--- config.mk ---
export PLATFORM = sky130hd
export DESIGN_NAME = axis_frame_receiver
export DESIGN_NICKNAME = d
export VERILOG_FILES = /design/src/rtl/axis_frame_receiver.sv
export SDC_FILE = /design/constraint.sdc
export NUM_CORES = 1
export LEC_CHECK = 0
export CAP_MARGIN = 10
export CORE_MARGIN = 2
export CORE_UTILIZATION = 60
export DETAILED_ROUTE_END_ITERATION = 16
export GPL_ROUTABILITY_DRIVEN = 0
export GPL_TIMING_DRIVEN = 0
export PLACE_DENSITY = 0.78
export SETUP_SLACK_MARGIN = 0.5
export SLEW_MARGIN = 20
export SYNTH_ARGS = -nofsm -noshare
export SYNTH_HDL_FRONTEND = slang
export SYNTH_SLANG_ARGS = --single-unit
--- constraint.sdc ---
create_clock -name clk -period 9.6 [get_ports clk]
set_input_delay 1.92 -clock clk [delete_from_list [all_inputs] [get_ports clk]]
set_output_delay 1.92 -clock clk [all_outputs]
set_load 0.03 [all_outputs]
--- src/rtl/axis_frame_receiver.sv ---
// AXI-Stream multichannel frame receiver: checks tlast framing, demultiplexes
// frames into a ping-pong pair of buffers and backpressures when both hold unread frames.
module axis_frame_receiver #(
    parameter int unsigned DATA_W = 32,
    parameter int unsigned N_CH   = 16,
    parameter int unsigned CH_W   = 4,
    parameter int unsigned CNT_W  = 16
) (
    input  logic              clk,
    input  logic              rst,
    input  logic [DATA_W-1:0] s_axis_tdata,
    input  logic              s_axis_tvalid,
    output logic              s_axis_tready,
    input  logic              s_axis_tlast,
    output logic [CH_W-1:0]   channel_No,
    output logic              frame_valid,
    input  logic [CH_W-1:0]   rd_ch,
    output logic [DATA_W-1:0] rd_data,
    input  logic              frame_ack,
    output logic              frame_err,
    output logic [CNT_W-1:0]  frame_cnt,
    output logic [CNT_W-1:0]  err_cnt
);

    typedef enum logic {
        FILL,
        RESYNC
    } state_t;

    localparam logic [CH_W-1:0] LAST_CH = CH_W'(N_CH - 1);

    state_t            state_q, state_d;
    logic [CH_W-1:0]   ch_q, ch_d;
    logic              wr_bank_q, wr_bank_d;
    logic              rd_bank_q, rd_bank_d;
    logic [1:0]        full_q, full_d;
    logic              frame_err_q, frame_err_d;
    logic [CNT_W-1:0]  frame_cnt_q, frame_cnt_d;
    logic [CNT_W-1:0]  err_cnt_q, err_cnt_d;
    logic [DATA_W-1:0] rd_data_q;
    logic [DATA_W-1:0] mem_q [2][N_CH];
    logic              accept;
    logic              mem_we;

    // Ready is forced low while reset is asserted so no beat is taken during reset.
    assign s_axis_tready = !rst && ((state_q == RESYNC) || !full_q[wr_bank_q]);
    assign accept        = s_axis_tvalid && s_axis_tready;

    assign channel_No  = ch_q;
    assign frame_valid = full_q[rd_bank_q];
    assign rd_data     = rd_data_q;
    assign frame_err   = frame_err_q;
    assign frame_cnt   = frame_cnt_q;
    assign err_cnt     = err_cnt_q;

    always_comb begin
        state_d     = state_q;
        ch_d        = ch_q;
        wr_bank_d   = wr_bank_q;
        rd_bank_d   = rd_bank_q;
        full_d      = full_q;
        frame_err_d = 1'b0;
        frame_cnt_d = frame_cnt_q;
        err_cnt_d   = err_cnt_q;
        mem_we      = 1'b0;

        // Release is applied before completion so a same-cycle ack and fill of
        // different banks both land; an ack of an empty bank is simply dropped.
        if (frame_ack && full_q[rd_bank_q]) begin
            full_d[rd_bank_q] = 1'b0;
            rd_bank_d         = !rd_bank_q;
        end

        if (accept) begin
            case (state_q)
                FILL: begin
                    mem_we = 1'b1;
                    if (ch_q == LAST_CH) begin
                        ch_d = '0;
                        if (s_axis_tlast) begin
                            full_d[wr_bank_q] = 1'b1;
                            wr_bank_d         = !wr_bank_q;
                            if (frame_cnt_q != '1) frame_cnt_d = frame_cnt_q + 1'b1;
                        end else begin
                            frame_err_d = 1'b1;
                            if (err_cnt_q != '1) err_cnt_d = err_cnt_q + 1'b1;
                            state_d = RESYNC;
                        end
                    end else if (s_axis_tlast) begin
                        ch_d        = '0;
                        frame_err_d = 1'b1;
                        if (err_cnt_q != '1) err_cnt_d = err_cnt_q + 1'b1;
                    end else begin
                        ch_d = ch_q + 1'b1;
                    end
                end
                RESYNC: begin
                    if (s_axis_tlast) state_d = FILL;
                end
                default: state_d = FILL;
            endcase
        end
    end

    always_ff @(posedge clk) begin
        if (rst) begin
            state_q     <= FILL;
            ch_q        <= '0;
            wr_bank_q   <= 1'b0;
            rd_bank_q   <= 1'b0;
            full_q      <= '0;
            frame_err_q <= 1'b0;
            frame_cnt_q <= '0;
            err_cnt_q   <= '0;
            rd_data_q   <= '0;
        end else begin
            state_q     <= state_d;
            ch_q        <= ch_d;
            wr_bank_q   <= wr_bank_d;
            rd_bank_q   <= rd_bank_d;
            full_q      <= full_d;
            frame_err_q <= frame_err_d;
            frame_cnt_q <= frame_cnt_d;
            err_cnt_q   <= err_cnt_d;
            rd_data_q   <= mem_q[rd_bank_q][rd_ch];
        end
    end

    // Frame storage carries no reset so it can map onto distributed RAM.
    always_ff @(posedge clk) begin
        if (mem_we) mem_q[wr_bank_q][ch_q] <= s_axis_tdata;
    end

endmodule

; Word level (Yosys, flattened, before mapping)
; Memories as Yosys holds them, arrays and structs flattened. A register that Yosys moved wholly into a read port is not among the register bits.
; Cells that the tools add are included.
[totals]
word_cells = 83
ramBits = 1024
register_bits = 74
in_bits = 41
mem_count = 1
[memory_table]
columns = memory, words, word_bits, rd, rd_ports_with_merged_regs, wr, line
row1 = mem_q, 2, 512, 1, 1, 1, 41  ; logic [DATA_W-1:0] mem_q [2][N_CH];
[classes]
mux = 35
bitwise_logic = 7
n_reduce_logical = 17
order_cmp = 7
add_sub_neg = 3
n_eq_ne = 4
[op_table]
columns = op, n
row1 = 2-to-1 mux 512 bit, 1
row2 = binary-select mux 32 bit (select 4 bit), 1
row3 = demux 32 bit (select 4 bit), 1
row4 = 2-to-1 mux 32 bit, 3
row5 = 2-to-1 mux 16 bit, 4
row6 = "adder 16 x 1 -> 16 bit, second input constant", 2
row7 = "inequality test 16 bit, second input constant", 2
row8 = 2-to-1 mux 1 bit, 15
row9 = "greater-or-equal comparator 5 bit, second input constant", 2
row10 = 2-to-1 mux 2 bit, 5
row11 = inverter 4 -> 5 bit, 2
row12 = 2-to-1 mux 4 bit, 2
row13 = AND reduction 4 bit, 2
row14 = logical AND 1 bit, 6
row15 = "less-than comparator 5 x 1 -> 1 bit, second input constant", 1
row16 = AND reduction 5 bit, 1
row17 = "adder 4 x 1 -> 4 bit, second input constant", 1
row18 = "equality test 4 bit, second input constant", 1
row19 = zero test 1 bit, 4
row20 = "less-than comparator 1 x 2 -> 1 bit, second input constant", 2
row21 = OR reduction 3 bit, 1
row22 = AND 2 bit, 1
row23 = demux 1 bit (select 1 bit), 2
row24 = "greater-or-equal comparator 1 bit, second input constant", 2
row25 = other kinds (8), 9

; Logic depth before layout (Yosys ltp)
; Gate-level depths: netlist of run 1.
[logic_depth]
word_depth = 12
ltp_mapped = 9

; Worst setup path after synthesis of run 1
; OpenSTA, ideal clock, no wires.
[synth_path]
path_kind = input -> register
start = input port rst
end = memory mem_q[0][32] in the netlist's numbering (enable)
setup_time_ps = 461
arrival_ps = 5113
cell_stages = 6
required_time_ps = 9139
setup_slack_ps = 4026
path_cell_list = clkbuf_1 -> nor2_2 -> and3_1 -> clkbuf_1 -> nand2_1 -> nor3_1
[synth_between]
elab_chain_cells = 6
[synth_lines]
columns = element, line
row1 = from (decl), 10  ; input logic rst,
row2 = zero test 1 bit, 46  ; assign s_axis_tready = !rst && ((state_q == RESYNC) || !full_q[wr_bank_q]);
row3 = logical AND 1 bit, 46
row4 = logical AND 1 bit, 47  ; assign accept = s_axis_tvalid && s_axis_tready;
row5 = 2-to-1 mux 1 bit, 74  ; if (accept) begin
row6 = 2-to-1 mux 1 bit, 131  ; if (mem_we) mem_q[wr_bank_q][ch_q] <= s_axis_tdata;
row7 = 2-to-1 mux 512 bit (not written as such), 131
row8 = to (decl), 41
; No other way between the ends.

; Worst setup path after layout of run 1
[layout_path]
start = input port rst
end = output port s_axis_tready
[layout_between]
elab_chain_cells = 2
[layout_lines]
columns = element, line
row1 = zero test 1 bit, 46
row2 = logical AND 1 bit, 46
row3 = to (decl), 13  ; output logic s_axis_tready,
; No other way between the ends.

==> impl_metrics.yaml, run 1 <==
grt:
  grt_overflow: 0
  antenna_found_initial: 2
  grt_pass1_wl_um: 149000
  gr-usage-all-layers_pct: 28.4
  first_global_vias: 22248
  grt_max_degree: 33
clock_network:
  cts_resized: 0
  ctsRootBufferMaster: "clkbuf_16"
  clock_sinks: 1099
  clockBufferDepth: 3
  cts_tree: "done"
  htree_levels: 3
  clk_latency_ps: 680
  cts_setup_buffers: 0
  clkTransAtPathRegs_ps: 60
  cts_hold_buffers: 0
  cts_made_buffers: 106
die:
  fp.dieH_um: 270
  ios: 112
  initial_core_util_pct: 60.5
  die_area_mm2: 0.0728
  num_rows: 97
  die_w_um: 270
  coreArea_mm2: 0.0700
worst_setup_path:
  crit_path_max_fanout: 10
  critPathKind: "primary input to output port"
  required_ps: 7680
  cp-end-kind: "output port"
  setup.worst_path.start_class: "primary input"
  cp.arrival_ps: 4060
power_and_ir_drop:
  seqPwrFrac_pct: 53.4
  finalPower_uw: 9850
  p_per_area_mw_per_mm2: 200
  p_leak_uw: 0.0153
  power.internal_uw: 7800
  swShare_pct: 20.7
  vdd_ir_drop_max_v: 0.000150
  power_switching_uw: 2040
  power.share.combinational_pct: 4.4
  clkPwrFrac_pct: 42.2
placement:
  place_inst: 3026
  portBuffers: 106
  dp_hpwl_um: 64600
  dp_slack_ps: 3700
synth:
  synth-seq-area-share_pct: 76.1
  yosys_most_used_dff: "edfxtp_1"
  synth-edff-count: 1024
  synth_seq_cells: 1099
  syn_area_mm2: 0.0424
  async_flop_share_pct: 0
  synth_cells: 1932
  synth_nets: 1980
  syn_avg_cell_area_um2: 21.9
  ys_types: 57
  ys_warn_count: 0
timing:
  clock_skew_ps: 23.3
  rsz0062_at_grt: "no"
  finalWorstSetupSlack_ps: 3620
  hold_viol_final: 0
  tightestPinTransition_ps: 1140
  setup_viol: 0
  slew_headroom_pct: 23.8
  min_period_ps: 5980
  final_max_slew_viol_count: 0
  max_freq_ghz: 0.167
  post-route-period-util_pct: 62.2
  whs_ps: 543
  setup-tns-final_ps: 0
flow_run:
  drv_cap: 0
detailed_routing:
  vias_per_cell: 6.64
  drtAntennaViolNets: 0
  drt-total-wl_um: 102000
  drcViolationCount: 0
  routedWlPerCell_um: 31.7
  drtIter0Drc: 2986
  route.vias.total: 21418
  first_pass_iters: 6
final_layout:
  final_common_cell: "edfxtp_1"
  num_antenna_cells: 0
  layout_common_cells: "edfxtp_1, mux4_2, clkbuf_16"
  syn_to_final_growth_pct: 15.9
  finalNonFillerCells: 3226
  fin_nets: 2242
  drive_above_1_share_pct: 28.3
min_path:
  min_path_type: "flip-flop to flip-flop"
status:
  status: "finished, final reports clean"
[worst max-delay path, stage by stage]
cell and delay, ps:
clkbuf_1 390, clkbuf_1 560, clkbuf_1 450, nor2_1 120
clkdlybuf4s50_1 610
[power by group through the flow]
stage | logic, uW | registers, uW | clock network (uW)
6_report | 433 | 5260 | 4160
5_1_grt | 452 | 5260 | 4360
4_1_cts | 436 | 5260 | 4180
3_5_place_dp | 430 | 5360 | 0
3_3_place_gp | 411 | 5360 | 0
2_1_floorplan | 210 | 5380 | 0
[routing by layer]
metal	up-vias	wire length, um	track usage (%)
li1	8669	-	-
met1	11167	37000	37.8
met2	1341	51400	46.9
met3	237	10100	5.75
met4	4	3560	11.1
met5	-	32	0
[flip-flops by register name (all words and copies together), names as in the netlist, named ones only]
| name | flops |
|---|---|
| full_q | 2 |
| rd_data | 32 |
| frame_err | 1 |
| frame_cnt | 16 |
| state_q | 1 |
| wr_bank_q | 1 |
| rd_bank_q | 1 |
| mem_q | 1024 |
| channel_No | 4 |
| err_cnt | 16 |
[logic make-up after synthesis]
logic type                 Yosys count  share of synthesized area [%]
adders and majority gates            7                          0.207
and+or+nand+nor                    201                           2.44
buffers and inverters              116                           1.82
muxes                              356                           16.0
DFF                               1099                           76.1
xor gates and xnor gates            26                          0.537
AOI/OAI and AO/OA                  127                           2.88
[Yosys cell counts, types with 2 or more instances]
cell type	number	area, um2
mux2i_1	97	971
and2_1	2	12.5
nor3_2	2	20.0
ha_1	7	87.6
mux2_2	2	22.5
buf_6	25	282
buf_12	3	60.1
a211oi_2	3	37.5
a221o_1	32	320
nand4_1	10	62.6
nor4b_1	3	26.3
buf_2	19	95.1
a311oi_1	3	26.3
nor2b_1	3	18.8
clkbuf_4	3	22.5
nor2_1	101	379
and3_1	5	31.3
dfxtp_1	75	1500
nand3b_1	3	22.5
nor4_2	6	75.1
nand2_1	21	78.8
edfxtp_1	1024	30700
clkbuf_1	43	161
a221oi_2	32	480
a2111oi_2	3	45.0
or3b_2	2	17.5
a21oi_1	43	215
and4_1	2	17.5
mux4_2	252	5680
xnor2_1	26	228
nand3_1	15	75.1
nor3_1	8	40.0
mux4_1	4	105
o21ai_0	5	25.0
inv_1	7	26.3
nor4_1	6	37.5
or3_1	2	12.5
buf_4	14	105
[stage by stage]
step / utilization (%) / area (um2)
after floorplan: - / 42400
after global placement: 63.7 / 44600
after detailed placement: 65.4 / 45800
after CTS: 70.4 / 49300
after global routing: 70.2 / 49100
final: 70.2 / 49100
[layout make-up]
cell class,instances,area [um2]
Fill cell,3971,20900
Multi-Input combinational cell,717,9590
Clock buffer,124,2740
Clock inverter,76,736
Inverter,7,26.3
Timing Repair Buffer,154,1870
Buffer,109,744
Sequential cell,1099,32300
Tap cell,940,1180
[worst paths after layout]
kind | startpoint | endpoint | slack (ps) | depth (start not counted)
worst min register to register | frame_cnt[1]$_SDFFE_PP0P_ | frame_cnt[1]$_SDFFE_PP0P_ | 540 | 2
worst max register to register | wr_bank_q$_SDFFE_PP0P_ | mem_q[0][56]$_DFFE_PP_ | 5670 | 8
worst min-delay path | frame_cnt[1]$_SDFFE_PP0P_ | frame_cnt[1]$_SDFFE_PP0P_ | 540 | 2
worst max-delay path | rst | s_axis_tready | 3620 | 5
Power figures use the tool's default switching activity.
==> run 2: changes to the inputs <==
Clock period 9.6 ns to 6.14 ns, I/O delays scaled along.
==> results of run 2 <==
The final DEF is identical to that of run 1. Status: finished, final reports clean.
Main changes from that run: setup slack after placement 3700 ps -> 1360 ps; setup slack after layout 3620 ps -> 1550 ps; register-to-register setup slack 5670 ps -> 2210 ps; total power 9850 uW -> 15400 uW; worst IR drop on VDD 0.000150 V -> 0.000234 V
==> run 3: changes to the inputs <==
Clock period 6.14 ns to 4.6 ns, I/O delays scaled along.
==> run 3 against run 2 <==
Compared with the run above:
- register-to-register slack got worse by 1200 ps
- critical path type unchanged
- largest cell class unchanged
- flip-flop and latch count stayed put
- clock skew is 0.68 ps higher
- design area decreased by 0.11%
- global-route usage rose by 0.64 points
- routed wire length increased by 2.3%
==> impl_metrics.yaml, run 3 (synthesized netlist as in run 1, its figures left out) <==
timing:
  whs_ps: 548
  final_max_slew_viol_count: 0
  slew_headroom_pct: 23.9
  max_freq_ghz: 0.253
  setup_viol: 0
  clock_skew_ps: 24.0
  hold_viol_final: 0
  tightestPinTransition_ps: 1140
  post-route-period-util_pct: 86.0
  min_period_ps: 3960
  rsz0062_at_grt: "no"
die:
  initial_core_util_pct: 60.5
  fp.dieH_um: 270
  coreArea_mm2: 0.0700
  die_w_um: 270
  num_rows: 97
  ios: 112
  die_area_mm2: 0.0728
clock_network:
  cts_setup_buffers: 0
  clock_sinks: 1099
  cts_made_buffers: 104
  clockBufferDepth: 3
  clk_latency_ps: 690
  cts_hold_buffers: 0
  cts_tree: "done"
  cts_resized: 0
  clkTransAtPathRegs_ps: 60
  htree_levels: 3
  ctsRootBufferMaster: "clkbuf_16"
detailed_routing:
  drtAntennaViolNets: 0
  first_pass_iters: 8
  drt-total-wl_um: 104000
  vias_per_cell: 6.77
  drtIter0Drc: 2798
  routedWlPerCell_um: 32.5
  route.vias.total: 21760
  drcViolationCount: 0
grt:
  gr-usage-all-layers_pct: 29.0
  antenna_found_initial: 1
  grt_pass1_wl_um: 152000
  grt_overflow: 0
  first_global_vias: 22219
  grt_max_degree: 33
final_layout:
  layout_common_cells: "edfxtp_1, mux4_2, clkbuf_16"
  drive_above_1_share_pct: 27.8
  largest_reg_flops: 1024
  syn_to_final_growth_pct: 15.8
  final_common_cell: "edfxtp_1"
  fin_nets: 2230
  top_register: "mem_q"
  fin_util_pct: 70.1
  nFillCells: 3971
flow_run:
  drv_cap: 0
worst_setup_path:
  crit_path_max_fanout: 10
  cp.arrival_ps: 3040
  required_ps: 3680
  critPathKind: "primary input to output port"
  cp-startpoint: "rst"
  rr_endpoint: "mem_q[1][355]$_DFFE_PP_"
  r2r_start: "wr_bank_q$_SDFFE_PP0P_"
  ff2ff_setup_slack_ps: 1060
  critPathCapture: "s_axis_tready"
  cp-end-kind: "output port"
  setup.worst_path.start_class: "primary input"
  reg2reg_depth: 6
placement:
  portBuffers: 106
  dp_hpwl_um: 64400
power_and_ir_drop:
  p_leak_uw: 0.0153
  vdd_ir_drop_max_v: 0.000321
  p_per_area_mw_per_mm2: 421
min_path:
  min_path_type: "flip-flop to flip-flop"
  min_from: "err_cnt[4]$_SDFFE_PP0P_"
status:
  status: "finished, final reports clean"
## run 3: cell count changes in the layout (fill, tap and decap cells not counted), moves of 3 or more
cell       delta
buf_4        -11
buf_6         +3
bufinv_16     +3
inv_6         -3
nor3_2        -3
nor3_4        +3
## run 3: layout make-up
type                            count  area (um2)  area share [%]
Tap cell                          940        1180            2.40
Antenna cell                        1        2.50         0.00510
Sequential cell                  1099       32300            65.7
Inverter                            7        26.3          0.0535
Clock buffer                      124        2700            5.50
Multi-Input combinational cell    717        9610            19.6
Timing Repair Buffer              144        1780            3.63
Buffer                            109         744            1.52
Clock inverter                     72         792            1.61
## run 3: worst min path at each step
stage	endpoint	slack, ps	cells after the start
after global routing	state_q$_SDFFE_PP0N_	570	2
final	err_cnt[4]$_SDFFE_PP0P_	550	2
after detailed placement	frame_cnt[1]$_SDFFE_PP0P_	530	2
after CTS	frame_cnt[1]$_SDFFE_PP0P_	540	2
after global placement	frame_cnt[1]$_SDFFE_PP0P_	500	2
after floorplan	state_q$_SDFFE_PP0N_	490	1
## run 3: critical path, cell delays in order
cell,delay [ps]
clkbuf_1,410
clkbuf_1,550
clkbuf_1,420
nor2_1,120
clkdlybuf4s50_1,610
## run 3: report_power, final
group / switching [uW] / internal [uW] / total [uW] / leakage (uW)
Sequential: 15.9 / 11000 / 11000 / 0.00983
Combinational: 582 / 330 / 912 / 0.00374
Clock: 3700 / 5100 / 8800 / 0.00172
## run 3: metal layers
metal | global-route usage [%] | vias to the layer above | part of all wire, %
li1 | - | 8631 | -
met1 | 39.2 | 11296 | 35
met2 | 48.2 | 1578 | 50
met3 | 5.36 | 253 | 11
met4 | 10.6 | 2 | 3.6
met5 | 0 | - | 0.011
## run 3: through the flow
stage | area [um2] | setup WS [ps] | setup TNS, ps | instances | total power, uW
floorplan | 42400 | 882 | 0 | 1932 | 11700
global placement | 44600 | -1220 | -895910 | 2978 | 12000
detailed placement | 45700 | 541 | 0 | 3016 | 12100
CTS | 49200 | 667 | 0 | 3212 | 20700
global route | 49100 | 594 | 0 | 3212 | 21100
finish | 49100 | 644 | 0 | 3213 | 20700
